===== config.mk =====
export PLATFORM = sky130hd
export DESIGN_NAME = note_tone_gen
export DESIGN_NICKNAME = d
export VERILOG_FILES = /design/src/rtl/note_tone_gen.sv
export SDC_FILE = /design/constraint.sdc
export NUM_CORES = 1
export LEC_CHECK = 0
export CAP_MARGIN = 20
export CELL_PAD_IN_SITES_DETAIL_PLACEMENT = 1
export CELL_PAD_IN_SITES_GLOBAL_PLACEMENT = 1
export CORE_MARGIN = 8
export CORE_UTILIZATION = 46
export CTS_BUF_LIST = sky130_fd_sc_hd__clkbuf_4
export DETAILED_ROUTE_END_ITERATION = 10
export DONT_BUFFER_PORTS = 1
export HOLD_SLACK_MARGIN = 0.06
export PLACE_DENSITY_LB_ADDON = 0.08
export SETUP_SLACK_MARGIN = 0.4
export SLEW_MARGIN = 0
export SYNTH_ARGS = -nofsm -noshare
export SYNTH_HDL_FRONTEND = slang
export SYNTH_SLANG_ARGS = --single-unit
export TNS_END_PERCENT = 20

===== constraint.sdc =====
create_clock -name clk -period 3.4 [get_ports clk]
set_input_delay 0.68 -clock clk [delete_from_list [all_inputs] [get_ports clk]]
set_output_delay 0.68 -clock clk [all_outputs]
set_load 0.01 [all_outputs]

===== src/rtl/note_tone_gen.sv =====
// Multi-channel solfege tone generator: note code + octave to square
// waves, mixed into one signed sample at a fixed sample rate.
module note_tone_gen #(
  parameter int CLK_HZ    = 50_000_000,
  parameter int CHANNELS  = 2,
  parameter int DIV_W     = 32,
  parameter int AMP_W     = 16,
  parameter int SAMPLE_HZ = 48_000
) (
  input  logic                      clk,
  input  logic                      rst_n,
  input  logic                      enable,
  input  logic [4*CHANNELS-1:0]     note,
  input  logic [2*CHANNELS-1:0]     octave,
  output logic [DIV_W*CHANNELS-1:0] div_out,
  output logic [CHANNELS-1:0]       wave,
  output logic [AMP_W-1:0]          sample_out,
  output logic                      sample_valid
);

  localparam int SAMPLE_DIV = CLK_HZ / SAMPLE_HZ;
  localparam int SCW =
    (SAMPLE_DIV > 1) ? $clog2(SAMPLE_DIV) : 1;
  localparam int AMP =
    ((2 ** (AMP_W - 1)) - 1) / CHANNELS;
  localparam logic [AMP_W-1:0] AMP_S = AMP_W'(AMP);
  localparam logic [SCW-1:0] S_LAST =
    SCW'(SAMPLE_DIV - 1);

  localparam logic [DIV_W-1:0] D_DO1 = DIV_W'(CLK_HZ / 523);
  localparam logic [DIV_W-1:0] D_RE  = DIV_W'(CLK_HZ / 587);
  localparam logic [DIV_W-1:0] D_MI  = DIV_W'(CLK_HZ / 659);
  localparam logic [DIV_W-1:0] D_FA  = DIV_W'(CLK_HZ / 698);
  localparam logic [DIV_W-1:0] D_SOL = DIV_W'(CLK_HZ / 783);
  localparam logic [DIV_W-1:0] D_LA  = DIV_W'(CLK_HZ / 880);
  localparam logic [DIV_W-1:0] D_SI  = DIV_W'(CLK_HZ / 987);
  localparam logic [DIV_W-1:0] D_DO2 = DIV_W'(CLK_HZ / 1046);

  typedef enum logic {
    SILENT,
    PLAYING
  } state_e;

  function automatic logic [DIV_W-1:0] base_div(
    input logic [3:0] code
  );
    logic [DIV_W-1:0] d;
    case (code)
      4'b0001: d = D_DO1;
      4'b0011: d = D_RE;
      4'b0101: d = D_MI;
      4'b1001: d = D_FA;
      4'b0111: d = D_SOL;
      4'b1011: d = D_LA;
      4'b1101: d = D_SI;
      4'b1111: d = D_DO2;
      default: d = '0;
    endcase
    return d;
  endfunction

  logic                  en_q;
  logic [4*CHANNELS-1:0] note_q;
  logic [2*CHANNELS-1:0] oct_q;

  always_ff @(posedge clk or negedge rst_n) begin
    if (!rst_n) begin
      en_q   <= 1'b0;
      note_q <= '0;
      oct_q  <= '0;
    end else begin
      en_q   <= enable;
      note_q <= note;
      oct_q  <= octave;
    end
  end

  logic [CHANNELS-1:0] play_w;

  for (genvar i = 0; i < CHANNELS; i++) begin : g_ch
    state_e           state_q, state_d;
    logic [DIV_W-1:0] div_q, div_d;
    logic [DIV_W-1:0] cnt_q, cnt_d;
    logic             wave_q, wave_d;
    logic [DIV_W-1:0] req;
    logic [DIV_W-1:0] half;
    logic             bnd;

    assign req = en_q
      ? (base_div(note_q[4*i +: 4]) >> oct_q[2*i +: 2])
      : '0;
    assign half = div_q >> 1;
    assign bnd  = (cnt_q + DIV_W'(1)) >= half;

    // Divisor changes while playing only land on a wave edge.
    always_comb begin
      state_d = state_q;
      div_d   = div_q;
      cnt_d   = cnt_q;
      wave_d  = wave_q;
      if (!en_q) begin
        state_d = SILENT;
        div_d   = '0;
        cnt_d   = '0;
        wave_d  = 1'b0;
      end else if (state_q == SILENT) begin
        if (req != '0) begin
          state_d = PLAYING;
          div_d   = req;
          cnt_d   = '0;
          wave_d  = 1'b0;
        end
      end else if (bnd) begin
        cnt_d = '0;
        if (req == '0) begin
          state_d = SILENT;
          div_d   = '0;
          wave_d  = 1'b0;
        end else begin
          div_d  = req;
          wave_d = ~wave_q;
        end
      end else begin
        cnt_d = cnt_q + DIV_W'(1);
      end
    end

    always_ff @(posedge clk or negedge rst_n) begin
      if (!rst_n) begin
        state_q <= SILENT;
        div_q   <= '0;
        cnt_q   <= '0;
        wave_q  <= 1'b0;
      end else begin
        state_q <= state_d;
        div_q   <= div_d;
        cnt_q   <= cnt_d;
        wave_q  <= wave_d;
      end
    end

    assign div_out[i*DIV_W +: DIV_W] = div_q;
    assign wave[i]   = wave_q;
    assign play_w[i] = (state_q == PLAYING);
  end

  logic [AMP_W-1:0] mix;

  always_comb begin
    mix = '0;
    for (int i = 0; i < CHANNELS; i++) begin
      if (play_w[i]) begin
        mix = wave[i] ? mix + AMP_S : mix - AMP_S;
      end
    end
  end

  logic [SCW-1:0]   scnt_q, scnt_d;
  logic [AMP_W-1:0] smp_q, smp_d;
  logic             sv_q, sv_d;

  always_comb begin
    scnt_d = scnt_q + SCW'(1);
    smp_d  = smp_q;
    sv_d   = 1'b0;
    if (scnt_q == S_LAST) begin
      scnt_d = '0;
      smp_d  = mix;
      sv_d   = 1'b1;
    end
  end

  always_ff @(posedge clk or negedge rst_n) begin
    if (!rst_n) begin
      scnt_q <= '0;
      smp_q  <= '0;
      sv_q   <= 1'b0;
    end else begin
      scnt_q <= scnt_d;
      smp_q  <= smp_d;
      sv_q   <= sv_d;
    end
  end

  assign sample_out   = smp_q;
  assign sample_valid = sv_q;

endmodule


### Yosys cells after proc, flatten, opt, wreduce, memory -nomap -nowiden

Memory sizes are Yosys's and may differ from the RTL's.
Index checks and enable logic that the tools add are counted.

* memories kept: 2
* output and inout bits: 83
* bits in writable memories: 0
* memory bits (read-only): 512
* bits of input ports: 15
* latch bits: 0
* flip-flop bits (word level): 173

Memories
* (no name shown): words 16, bits a word 16, read ports 1, clocked after Yosys merged registers in 0, wr ports 0, RTL line 48 `case (code)`
* (no name shown): words 16, bits a word 16, read ports 1, clocked after Yosys merged registers in 0, wr ports 0, RTL line 48

* divide/modulo/power cells: 0
* mux-type cells: 46
* add/sub/neg operators: 5
* $lt $le $gt $ge: 2
* reduce and logical (&&, ||, !) cells: 6
* equality and inequality tests: 5
* $mul: 0
* shift-type cells: 2
* bitwise gates (word level): 2

Operators with widths (count)
* $mux 32: 20
* $add 32x1->32 const B: 2
* $ge 32x31->1: 2
* $logic_not 32->1: 2
* $mux 16: 4
* $reduce_bool 32->1: 2
* $shr 32x2->32: 2
* $mux 1: 21
* $add 16x14->16 const B: 1
* $sub 16x14->16 const B: 1
* $add 11x1->11 const B: 1
* $eq 11x11->1 const B: 1
* $mux 11: 1
* $ne 3x1->1 const B: 2
* $ne 3x2->1 const B: 2
* $reduce_and 2->1: 2
* $not 1->1: 2

### Logic depth before layout (Yosys ltp)

An unclocked memory read counts as a cell.

* word-level depth: 8
* gate-level depth with buffers: 17

### Least setup slack after synthesis

No wires, ideal clock.

* kind: reg-to-reg
* start point: register g_ch[1].cnt_q[0]
* end point: register g_ch[1].div_q[3]
* period minus slack after synthesis: 3.518 ns
* required time: 3.281 ns
* arrival: 3.399 ns
* stages on the path, launching flop included: 15
* setup slack: -0.118 ns
* cell sequence: dfrtp_1 > ha_1 > nand4_1 > nor4_1 > nor2b_1 > or2_2 > ha_1 > a211oi_1 > o2111a_1 > a21boi_1 > o2111ai_1 > nor4b_4 > buf_4 > mux2i_1 > nand2_1

* cells in the longest elaborated chain, start to end: 4

RTL lines
* from (decl): RTL line 83 `logic [DIV_W-1:0] cnt_q, cnt_d;`
* from (signal assigned): RTL line 137 `cnt_q <= cnt_d;`
* $add 32x1->32: RTL line 93 `assign bnd = (cnt_q + DIV_W'(1)) >= half;`
* $ge 32x31->1: RTL line 93
* $ne 3x2->1 (no source line)
* $reduce_and 2->1 (no source line)
* to (signal assigned): RTL line 136 `div_q <= div_d;`
* to (decl): RTL line 82 `logic [DIV_W-1:0] div_q, div_d;`

Every way passes these cells.
A chain may end at the register's enable or synchronous reset.

### Worst setup path in the final report

* start point: register g_ch[1].cnt_q[0]
* end point: register g_ch[1].div_q[9]

The elaborated chain is that of the path after synthesis.

==> results <==
worst max-delay path: cells and delay by family, from the launching register on:
kind | cells | cell delay, ns
simple gates | 6 | 1.14
compound gates | 4 | 0.68
buf+inv | 3 | 0.49
fa+ha+maj | 2 | 0.41
flops | 1 | 0.39
mux | 1 | 0.18
report_power, final:
group | switching (W) | leakage, nW | total, W | internal (W)
clock network | 0.000594 | 0.140 | 0.00104 | 0.000445
registers | 0.000111 | 1.80 | 0.00176 | 0.00165
logic | 0.000352 | 2.63 | 0.000580 | 0.000228
total | 0.00106 | 4.58 | 0.00338 | 0.00232
repair_timing:
action	4_1_cts	5_1_grt
endpoints found under the setup margin	70	70
pin swaps	20	5
gates resized for setup	17	9
cloned	1	0
setup buffers	10	0
endpoints found under the hold margin	134	134
cell families after synthesis:
group,count (synthesis)
multiplexers,17
flip-flops,134
AND/OR/NAND/NOR,387
XOR/XNOR,36
AO/OA/AOI/OAI,278
adder cells (fa/ha/maj),41
buffers and inverters,155
other,1
flip-flops by register name (all words and copies together), names as in the netlist:
| signal | cells |
|---|---|
| note_q | 8 |
| g_ch.state_q | 2 |
| g_ch.wave_q | 2 |
| g_ch.div_q | 34 |
| sample_valid | 1 |
| oct_q | 4 |
| g_ch.cnt_q | 64 |
| en_q | 1 |
| sample_out | 7 |
| scnt_q | 11 |
how the worst min path moves through the flow:
stage | startpoint | endpoint | slack, ns
3_3_place_gp | rst_n | g_ch[1].div_q[10] | 0.39
5_1_grt | rst_n | g_ch[1].div_q[12] | -0.28
2_1_floorplan | rst_n | en_q | 0.38
6_report | rst_n | g_ch[1].div_q[10] | -0.21
3_5_place_dp | rst_n | g_ch[1].div_q[10] | 0.39
4_1_cts | rst_n | g_ch[1].div_q[12] | -0.24
final cells by class:
cell class                      instances  share of cell area
Sequential cell                       134               0.340
Antenna cell                            2            0.000507
Inverter                               59              0.0225
Clock buffer                           20              0.0152
Tap cell                              265              0.0336
Clock inverter                         11              0.0112
Multi-Input combinational cell        789               0.523
Timing Repair Buffer                   67              0.0544
cell usage in the layout (no fill, tap or decap), drive strengths merged, types with 7 or more instances in the layout:
cell     instances
a21o            10
nor3             9
xnor2           21
ha              38
a211oi          10
inv             57
nand4           27
o22ai           13
or2             14
nand2b           8
and2            35
a221oi           8
nor2b           10
a21boi           7
a21oi           51
o2bb2ai          9
nand3           41
nor4            10
xor2            15
nor2            76
buf             67
and3            11
clkbuf          20
o21ai           72
nand2          126
conb            30
clkinv           8
dfrtp          134
a31oi            9
mux2i           14
a22o            44
per-stage QoR:
stage	power (W)	TNS, ns	hold slack [ns]
finish	0.00338	0	-0.213
global route	0.00356	-3.81	-0.278
CTS	0.00341	0	-0.245
detailed placement	0.00235	-1.25	0.388
global placement	0.00233	0	0.388
floorplan	0.00219	0	0.384
layer usage:
metal  vias to the layer above  share of wire  GRT usage
li1                       3731              -          -
met1                      3823           0.46      0.281
met2                       133           0.48      0.353
met3                        32          0.043     0.0488
met4                         0          0.019     0.0622
met5                         -              0          0
==> flow_summary.yaml <==
timing:
  finalSetupViolCount: 0
  hold_slack_ns: -0.213
  finalWorstSetupSlack_ns: 0.0297
  rsz0062_at_grt: "yes"
  worstMarginPinSlew_ns: 1.01
  finClkSkew_ns: 0.0246
  finalMaxSlewViolations: 0
  finalCritPeriodShare: 0.991
  fmax_ghz: 0.297
  slew_headroom: 0.327
  hold_viol_final: 134
  fin_crit_ns: 3.37
critical_path:
  r2r-end: "g_ch[1].div_q[9]"
  rrSetupSlack_ns: 0.03
  crit_path_cell_trace: "ha_2 -> nand4_1 -> buf_4 -> nor4_4 -> nor2b_1 -> or2_4 -> ha_4 -> o21ai_1 -> o2111a_1 -> a21boi_2 -> o2111ai_2 -> nor4b_4 -> buf_6 -> buf_4 -> mux2i_1 -> nand2_1"
  crit_type: "register to register"
  required_ns: 3.87
  startpoint: "g_ch[1].cnt_q[0]"
  critPathSlowestCell: "nor4b_4"
  slowest_delay_ns: 0.41
  r2r.worst_path.cells: 16
  reg2reg_from: "g_ch[1].cnt_q[0]"
  cpMostUsedCell: "buf_4"
  cp_max_fo: 7
  endpoint_kind: "register"
  cp.arrival_ns: 3.84
  start_kind: "register"
  worstSetupEndpoint: "g_ch[1].div_q[9]"
synth:
  synth_top_family_by_area: "simple AND/OR/NAND/NOR gates"
  syn_avg_cell_area_sq_um: 8.62
  synth_xor_area_frac: 0.0349
  yosysTopAreaCell: "dfrtp_1"
  yosys_register_bits: 134
  synth-simple-area-share: 0.222
  ys_warn_count: 0
  synth_edf_count: 0
  synth_compound_area_frac: 0.209
  yosys-top-cells-count: "dfrtp_1 (134), nand2_1 (125), nor2_1 (76)"
  synth_mux_area_frac: 0.0192
  yosysMostFrequentCell: "dfrtp_1"
  synth_async_sr_flop_share: 1.00
  synth_cell_types: 72
  synth_top_cell_area_share: 0.371
  synth_area_leaders: "dfrtp_1 (37%), ha_1 (5.3%), nand2_1 (5.2%)"
  syn-instance-count: 1049
  synth_fa_ha_area_frac: 0.0592
  synth_seq_area_share: 0.371
  synthFlopType: "dfrtp_1"
  netlist_area_sq_um: 9040
finish:
  drive_gt1_frac: 0.136
  final_cell_count_no_fill: 1347
  design_area_sq_um: 9860
  final_core_util: 0.509
  register_area_sq_um: 3350
  synthToLayoutAreaGrowth_pct: 9.09
  multi_input_area_sq_um: 5160
  fin_nets: 1124
  fillers: 2364
global_route:
  grt_overflow: 0
  track_usage: 0.216
  grt_max_degree: 135
  grt_pass1_wl_um: 42300
  antenna_found_initial: 2
  first_global_vias: 7914
clock_tree:
  htreeDepth: 4
  cts_tree: "done"
  cts_buffers: 17
  cts_sinks: 134
  insertion_delay_ns: 0.56
  root_buffer: "clkbuf_4"
  cts.clk_slew.worst_paths_ns: 0.13
  cts_max_path_buffers: 2
power:
  p_per_area_nw_per_um2: 343
  peakVddDrop_uv: 251
  leakagePower_nw: 4.58
floorplanning:
  chipHeight_um: 156
  fp.coreArea_sq_um: 19400
  io-pin-count: 98
  design.die.area_sq_um: 24400
  row_count: 51
  start_util: 0.466
  die_w_um: 156
placement:
  dp.cells: 1303
  numPortBuffers: 0
  placed_area_sq_um: 9430
  place_hpwl_um: 18300
  gp_congestion: 0.836
  dp_slack_ns: -0.107
routing:
  firstDrtPassIters: 5
  drtIter0Drc: 455
  wl_per_cell_um: 18.9
  wl_um: 25500
  ant_nets: 0
  vias: 7719
  drc: 0
  viasPerCell: 5.73
outcome:
  status: "finished, violations left"
  violations: "hold timing"
hold_path:
  hp-class: "input pin to asynchronous set/reset pin"
job:
  drv_cap: 0
(Power assumes the default switching activity.)
